==> src/rtl/ppu_pkg.sv <==
// Shared definitions for the pipeline control path.
// Holds the default widths, the NOP control encoding and the control-word
// field offsets that the control unit and the pipeline registers agree on.
package ppu_pkg;

    localparam int CTRL_W_DEF = 32;
    localparam int PC_W_DEF   = 32;
    localparam int STAGES_DEF = 3;

    // A NOP is the all-zero control word: no write-back, no memory access,
    // no branch, so an emptied stage can never cause a side effect.
    localparam logic [CTRL_W_DEF-1:0] NOP_CTRL = '0;

    // Control-word field offsets (bit positions within the control word).
    localparam int CF_REG_WRITE  = 0;
    localparam int CF_MEM_TO_REG = 1;
    localparam int CF_MEM_READ   = 2;
    localparam int CF_MEM_WRITE  = 3;
    localparam int CF_BRANCH     = 4;
    localparam int CF_ALU_SRC    = 5;
    localparam int CF_ALU_OP     = 6;
    localparam int CF_ALU_OP_W   = 2;

endpackage

==> src/rtl/ctrl_pipe_if.sv <==
// Bundle of the control-pipeline signals.
//   master: drives in_ctrl/in_pc/in_valid/bubble/freeze/flush,
//           observes stage_ctrl/stage_pc/stage_valid/valid_count/bubble_count.
//   slave : the pipeline itself (inverse directions).
interface ctrl_pipe_if
    import ppu_pkg::*;
#(
    parameter int CTRL_W = CTRL_W_DEF,
    parameter int PC_W   = PC_W_DEF,
    parameter int STAGES = STAGES_DEF
) ();

    logic [CTRL_W-1:0]        in_ctrl;
    logic [PC_W-1:0]          in_pc;
    logic                     in_valid;
    logic                     bubble;
    logic                     freeze;
    logic [STAGES-1:0]        flush;
    logic [STAGES*CTRL_W-1:0] stage_ctrl;
    logic [STAGES*PC_W-1:0]   stage_pc;
    logic [STAGES-1:0]        stage_valid;
    logic [3:0]               valid_count;
    logic [15:0]              bubble_count;

    modport master (
        output in_ctrl, in_pc, in_valid, bubble, freeze, flush,
        input  stage_ctrl, stage_pc, stage_valid, valid_count, bubble_count
    );

    modport slave (
        input  in_ctrl, in_pc, in_valid, bubble, freeze, flush,
        output stage_ctrl, stage_pc, stage_valid, valid_count, bubble_count
    );

endinterface

==> src/rtl/ctrl_pipe_stage.sv <==
// One pipeline register stage for the control word, its PC tag and valid bit.
// Ports:
//   clk, Reset            clock, asynchronous active-high reset
//   flush, freeze         per-edge priority: flush -> empty, freeze -> hold
//   src_ctrl/pc/valid     word offered by the previous stage (or the decoder)
//   ctrl_q/pc_q/valid_q   registered stage content
module ctrl_pipe_stage
    import ppu_pkg::*;
#(
    parameter int              CTRL_W = CTRL_W_DEF,
    parameter int              PC_W   = PC_W_DEF,
    parameter logic [CTRL_W-1:0] KEEP = '1
) (
    input  logic              clk,
    input  logic              Reset,
    input  logic              flush,
    input  logic              freeze,
    input  logic [CTRL_W-1:0] src_ctrl,
    input  logic [PC_W-1:0]   src_pc,
    input  logic              src_valid,
    output logic [CTRL_W-1:0] ctrl_q,
    output logic [PC_W-1:0]   pc_q,
    output logic              valid_q
);

    logic [CTRL_W-1:0] ctrl_d;
    logic [PC_W-1:0]   pc_d;
    logic              valid_d;

    always_comb begin
        ctrl_d  = ctrl_q;
        pc_d    = pc_q;
        valid_d = valid_q;
        if (flush) begin
            ctrl_d  = '0;
            pc_d    = '0;
            valid_d = 1'b0;
        end else if (!freeze) begin
            // An invalid source always lands as a clean NOP, whatever its
            // bits were, so downstream never sees stale control.
            if (src_valid) begin
                ctrl_d  = src_ctrl & KEEP;
                pc_d    = src_pc;
                valid_d = 1'b1;
            end else begin
                ctrl_d  = '0;
                pc_d    = '0;
                valid_d = 1'b0;
            end
        end
    end

    always_ff @(posedge clk or posedge Reset) begin
        if (Reset) begin
            ctrl_q  <= '0;
            pc_q    <= '0;
            valid_q <= 1'b0;
        end else begin
            ctrl_q  <= ctrl_d;
            pc_q    <= pc_d;
            valid_q <= valid_d;
        end
    end

endmodule

==> src/rtl/ctrl_pipe.sv <==
// Control-word pipeline (ID/EX, EX/MEM, MEM/WB style) with bubble insertion,
// global freeze and per-stage flush.
// Ports:
//   clk, Reset  clock, asynchronous active-high reset
//   bus         ctrl_pipe_if.slave: decoder inputs and per-stage outputs,
//               plus valid_count (occupied stages) and bubble_count
//               (saturating count of empty loads into stage 0).
module ctrl_pipe
    import ppu_pkg::*;
#(
    parameter int                       CTRL_W    = CTRL_W_DEF,
    parameter int                       STAGES    = STAGES_DEF,
    parameter int                       PC_W      = PC_W_DEF,
    parameter logic [STAGES*CTRL_W-1:0] KEEP_MASK = '1
) (
    input logic        clk,
    input logic        Reset,
    ctrl_pipe_if.slave bus
);

    logic [CTRL_W-1:0] st_ctrl  [STAGES];
    logic [PC_W-1:0]   st_pc    [STAGES];
    logic              st_valid [STAGES];

    logic [15:0] bubble_count_q;
    logic [15:0] bubble_count_d;
    logic        load_empty;

    for (genvar i = 0; i < STAGES; i++) begin : g_stage
        logic [CTRL_W-1:0] src_ctrl;
        logic [PC_W-1:0]   src_pc;
        logic              src_valid;

        if (i == 0) begin : g_head
            // Control mux: a bubble replaces the decoded word with a NOP.
            assign src_ctrl  = bus.in_ctrl;
            assign src_pc    = bus.in_pc;
            assign src_valid = bus.in_valid & ~bus.bubble;
        end else begin : g_body
            assign src_ctrl  = st_ctrl[i-1];
            assign src_pc    = st_pc[i-1];
            assign src_valid = st_valid[i-1];
        end

        ctrl_pipe_stage #(
            .CTRL_W (CTRL_W),
            .PC_W   (PC_W),
            .KEEP   (KEEP_MASK[i*CTRL_W +: CTRL_W])
        ) u_stage (
            .clk       (clk),
            .Reset     (Reset),
            .flush     (bus.flush[i]),
            .freeze    (bus.freeze),
            .src_ctrl  (src_ctrl),
            .src_pc    (src_pc),
            .src_valid (src_valid),
            .ctrl_q    (st_ctrl[i]),
            .pc_q      (st_pc[i]),
            .valid_q   (st_valid[i])
        );
    end

    // Stage 0 takes an empty word only when it actually loads (not held,
    // not flushed) and the decoder offers nothing usable.
    assign load_empty = !bus.freeze && !bus.flush[0] && !(bus.in_valid && !bus.bubble);

    always_comb begin
        bubble_count_d = bubble_count_q;
        if (load_empty && bubble_count_q != 16'hFFFF) begin
            bubble_count_d = bubble_count_q + 16'd1;
        end
    end

    always_ff @(posedge clk or posedge Reset) begin
        if (Reset) begin
            bubble_count_q <= '0;
        end else begin
            bubble_count_q <= bubble_count_d;
        end
    end

    always_comb begin
        bus.stage_ctrl   = '0;
        bus.stage_pc     = '0;
        bus.stage_valid  = '0;
        bus.valid_count  = '0;
        bus.bubble_count = bubble_count_q;
        for (int i = 0; i < STAGES; i++) begin
            bus.stage_ctrl[i*CTRL_W +: CTRL_W] = st_ctrl[i];
            bus.stage_pc[i*PC_W +: PC_W]       = st_pc[i];
            bus.stage_valid[i]                 = st_valid[i];
            bus.valid_count                    = bus.valid_count + 4'(st_valid[i]);
        end
    end

endmodule

==> src/flat_wrapper.sv <==
// flat-port wrapper written by rule: the top's interface ports become plain ports
module ctrl_pipe_flat import ppu_pkg::*;
#(
    parameter int                       CTRL_W    = CTRL_W_DEF,
    parameter int                       STAGES    = STAGES_DEF,
    parameter int                       PC_W      = PC_W_DEF,
    parameter logic [STAGES*CTRL_W-1:0] KEEP_MASK = '1
)
  (clk, Reset, bus_in_ctrl, bus_in_pc, bus_in_valid, bus_bubble, bus_freeze, bus_flush, bus_stage_ctrl, bus_stage_pc, bus_stage_valid, bus_valid_count, bus_bubble_count);
  ctrl_pipe_if #(.CTRL_W(CTRL_W), .PC_W(PC_W), .STAGES(STAGES)) bus_i ();
  input logic clk;
  input logic Reset;
  input wire logic [$bits(bus_i.in_ctrl)-1:0] bus_in_ctrl;
  input wire logic [$bits(bus_i.in_pc)-1:0] bus_in_pc;
  input wire logic [$bits(bus_i.in_valid)-1:0] bus_in_valid;
  input wire logic [$bits(bus_i.bubble)-1:0] bus_bubble;
  input wire logic [$bits(bus_i.freeze)-1:0] bus_freeze;
  input wire logic [$bits(bus_i.flush)-1:0] bus_flush;
  output wire logic [$bits(bus_i.stage_ctrl)-1:0] bus_stage_ctrl;
  output wire logic [$bits(bus_i.stage_pc)-1:0] bus_stage_pc;
  output wire logic [$bits(bus_i.stage_valid)-1:0] bus_stage_valid;
  output wire logic [$bits(bus_i.valid_count)-1:0] bus_valid_count;
  output wire logic [$bits(bus_i.bubble_count)-1:0] bus_bubble_count;
  assign bus_i.in_ctrl = bus_in_ctrl;
  assign bus_i.in_pc = bus_in_pc;
  assign bus_i.in_valid = bus_in_valid;
  assign bus_i.bubble = bus_bubble;
  assign bus_i.freeze = bus_freeze;
  assign bus_i.flush = bus_flush;
  assign bus_stage_ctrl = bus_i.stage_ctrl;
  assign bus_stage_pc = bus_i.stage_pc;
  assign bus_stage_valid = bus_i.stage_valid;
  assign bus_valid_count = bus_i.valid_count;
  assign bus_bubble_count = bus_i.bubble_count;
  ctrl_pipe #(.CTRL_W(CTRL_W), .STAGES(STAGES), .PC_W(PC_W), .KEEP_MASK(KEEP_MASK)) u_core (.clk(clk), .Reset(Reset), .bus(bus_i));
endmodule
==> config.mk <==
export PLATFORM = sky130hd
export DESIGN_NAME = ctrl_pipe_flat
export DESIGN_NICKNAME = d
export VERILOG_FILES = /design/src/rtl/ppu_pkg.sv /design/src/rtl/ctrl_pipe_if.sv /design/src/rtl/ctrl_pipe_stage.sv /design/src/rtl/ctrl_pipe.sv /design/src/flat_wrapper.sv
export SDC_FILE = /design/constraint.sdc
export NUM_CORES = 1
export LEC_CHECK = 0
export BUFFER_PORTS_ARGS = -buffer_cell sky130_fd_sc_hd__buf_2
export CORE_AREA = 2 2 129 131
export DETAILED_ROUTE_END_ITERATION = 16
export DIE_AREA = 0 0 131 133
export PLACE_DENSITY = 0.8
export SYNTH_ARGS = -nofsm -noshare
export SYNTH_HDL_FRONTEND = slang
export SYNTH_SLANG_ARGS = --single-unit
==> constraint.sdc <==
create_clock -name clk -period 8.22 [get_ports clk]
set_input_delay 1.644 -clock clk [delete_from_list [all_inputs] [get_ports clk]]
set_output_delay 1.644 -clock clk [all_outputs]
set_load 0.01 [all_outputs]
==> summary.md <==
| Metric | Value |
|---|---|
| Crit-path cells | `ha_1, ha_1, ha_1, buf_2` |
| CTS max path bufs | `3` |
| CTS tree | `yes` |
| Layout cell share with drive strength beyond 1 | `42.3%` |
| Hold crit path type | `reg2reg` |
| Final period util | `42.1%` |
| Net Sw Power | `505 uW` |
| Worst path most repeated cell | `ha_1` |
| Fill cells | `1227` |
| Max stage delay cell, worst path | `dfrtp_1` |
| Dpl cells | `987` |
| Layout Cell Area excl Fill | `10100 um2` |
| Max-slew violation count | `0` |
| Critical path type | `reg2out` |
| Setup repair bufs after CTS | `0` |
| Unrepaired setup endpoints after global routing | `no` |
| IO Pins | `287` |
| Dpl cell area | `9330 um2` |
| Post-layout min period | `3.46 ns` |
| Core area | `16200 um2` |
| Multiplexer share of the synthesized area | `0.146%` |
| Worst slew pin tran | `1.05 ns` |
| Main combinational cell family by area after synthesis | `compound AO/OA/AOI/OAI gates` |
| Via Count | `5776` |
| GPL Wtd Cong | `0.820` |
| DRT iter0 DRCs | `315` |
| Pint | `1730 uW` |
| Vias in the first global route | `5784` |
| Status | `complete, no violations` |
| Total Die Area | `17400 um2` |
| P&R area growth vs syn | `30.7%` |
| Crit path required time | `6.58 ns` |
| Post-Route Skew | `0.00838 ns` |
| Largest net degree at the start of global routing | `127` |
| Clk Latency, worst-skew pair | `0.50 ns` |
| H-tree depth | `1` |
| CP Max Fanout | `5` |
| Site Rows | `47` |
| Top_reg_cell synth | `dfrtp_1` |
| Resize count post-CTS | `0` |
| Post-DP HPWL | `12900 um` |
| Avg Vias per Cell | `5.61` |
| Clk pwr share | `45.2%` |
| Final setup TNS | `0 ns` |
| Final non-filler cell total | `1029` |
| Die height | `133 um` |
| Power per cell area | `222 nW/um2` |
| All-layer global routing usage | `23.0%` |
| XOR/XNOR Fraction of Synth Area | `1.70%` |
| Post-Synth Simple-Gate Area | `3.47%` |
| Post-synth top area share | `68.5%` |
| MaxCap Viol Count | `0` |
| CP peak stage delay | `0.45 ns` |
| Cells after synthesis | `521` |
| Largest area contributor in the netlist | `dfrtp_1` |
| Port bufs | `285` |
| Power share of the sequential group | `48.8%` |
| Syn Area/Cell | `14.8 um2` |
| Setup violators final | `0` |
| Switching share of power | `22.6%` |
| Post-route DRC | `0` |
| Library cells used by synthesis | `35` |
| Synth Warn # | `0` |
| Sequential area share after synthesis | `68.5%` |
| Commonest non-fill, non-tap cell in the layout | `buf_2` |
| CTS buffer count | `22` |
| Pre-Repair DR Iteration Count | `4` |
| Slew headroom | `30.0%` |
| Total routed wirelength | `20600 um` |
| Routed Antenna Nets | `0` |
| Adder-cell share of the synthesized area | `0.909%` |
| Commonest non-fill, non-tap cells in the layout | `buf_2, dfrtp_1, a22o_1, clkbuf_16` |
| Place WS | `4.68 ns` |
| Grt ovf | `0` |
| Mapped Area | `7710 um2` |
| Initial cell density of the core | `47.7%` |
| Root buf cell | `clkbuf_16` |
| Setup ws final | `4.76 ns` |
| Clk slew on worst S/H paths | `0.06 ns` |
| Worst setup EP type | `output pin` |
| P_leak | `0.00565 uW` |
| Fmax | `0.289 GHz` |
| Post-DR wirelength/cell | `20.0 um` |
| Syn Nets | `598` |
| Number of flops mapped to enable cells by yosys | `0` |
| Die X | `131 um` |
| Async SR Flop Fraction | `100%` |
| Synth area leaders | `dfrtp_1, a22o_1, clkbuf_1` |
| Worst VDD drop | `0.154 mV` |
| Power share of the combinational group | `6.0%` |
| Hold Vio Cnt, Final | `0` |
| Type of origin of the critical path | `flip-flop` |
| Layout Nets | `868` |
| # clock sinks | `211` |
| Hold Buf Count CTS | `0` |
| First-pass GRT wire length | `31400 um` |
| Initial antenna violation count | `2` |
| PnR Total Power | `2240 uW` |
| Compound-Gate Fraction of Synth Area | `22.6%` |
| Seq cells post-synth | `211` |
| CP arrival | `1.82 ns` |
[routing by layer]
metal / wire [um] / vias to the layer above / global-route usage, %
li1: - / 2542 / -
met1: 8400 / 2945 / 29.8
met2: 9980 / 239 / 37.2
met3: 1490 / 50 / 5.66
met4: 685 / 0 / 8.87
met5: 0 / - / 0
[through the flow]
step	hold WS, ns	util, %
3_5_place_dp	0.486	57.7
4_1_cts	0.502	62.3
2_1_floorplan	0.522	-
6_report	0.501	62.3
3_3_place_gp	0.482	57.7
5_1_grt	0.514	62.3
[power by group through the flow]
stage                     Combinational [uW]  Clock, uW  Sequential (uW)
final                                    134       1010             1090
after global routing                     148       1070             1100
after CTS                                137       1030             1090
after detailed placement                 136          0             1110
after global placement                   134          0             1110
after floorplan                         62.5          0             1120
[path summary, 6_finish.rpt]
check	from	to	slack [ns]	cells past startpoint
max in group asynchronous	Reset	u_core.g_stage[0].u_stage.ctrl_q[8]	5.29	3
worst min-delay path	u_core.g_stage[2].u_stage.ctrl_q[11]	u_core.g_stage[2].u_stage.ctrl_q[11]	0.50	1
worst max register to register	u_core.bus.bubble_count[0]	u_core.bus.bubble_count[10]	6.23	5
min in group asynchronous	Reset	u_core.g_stage[1].u_stage.ctrl_q[3]	1.32	2
worst max-delay path	u_core.g_stage[1].u_stage.valid_q	bus_valid_count[2]	4.76	4
worst min register to register	u_core.g_stage[2].u_stage.ctrl_q[11]	u_core.g_stage[2].u_stage.ctrl_q[11]	0.50	1
[critical path, delay by kind of cell (launching register included)]
family	cells	cell delay (ns)
adders and majority gates	3	0.72
DFF	1	0.45
buffers and inverters	1	0.15
[synthesized netlist by cell type (4+ instances only)]
master    instances
a22o_1          192
buf_1            17
buf_2             4
buf_4             4
clkbuf_1         23
dfrtp_1         211
ha_1              4
nand2_1           4
nand4_1           6
nor2_1            5
xnor2_1           6
xor2_1            9
[flip-flops by register name, indices dropped and copies added (netlist names)]
signal and flops:
u_core.bus.bubble_count 16, u_core.g_stage.u_stage.valid_q 3, u_core.g_stage.u_stage.pc_q 96, u_core.g_stage.u_stage.ctrl_q 96
[kinds of logic after synthesis]
logic type,Yosys count
AOI/OAI and AO/OA,199
xor gates and xnor gates,15
adders and majority gates,5
buffers and inverters,50
DFF,211
muxes,1
other,1
and+or+nand+nor,39
[area by class of cell]
cell class,count,area (um2),share of cell area [%]
inverters,2,15.0,0.149
well taps,220,275,2.73
clock inverters,6,80.1,0.795
multi-input cells,260,2260,22.4
repair buffers,294,1490,14.8
flip-flops and latches,211,5280,52.4
diodes,2,5.00,0.0497
clock buffers,34,667,6.62
Note: power is estimated with default switching activity, not from simulation.
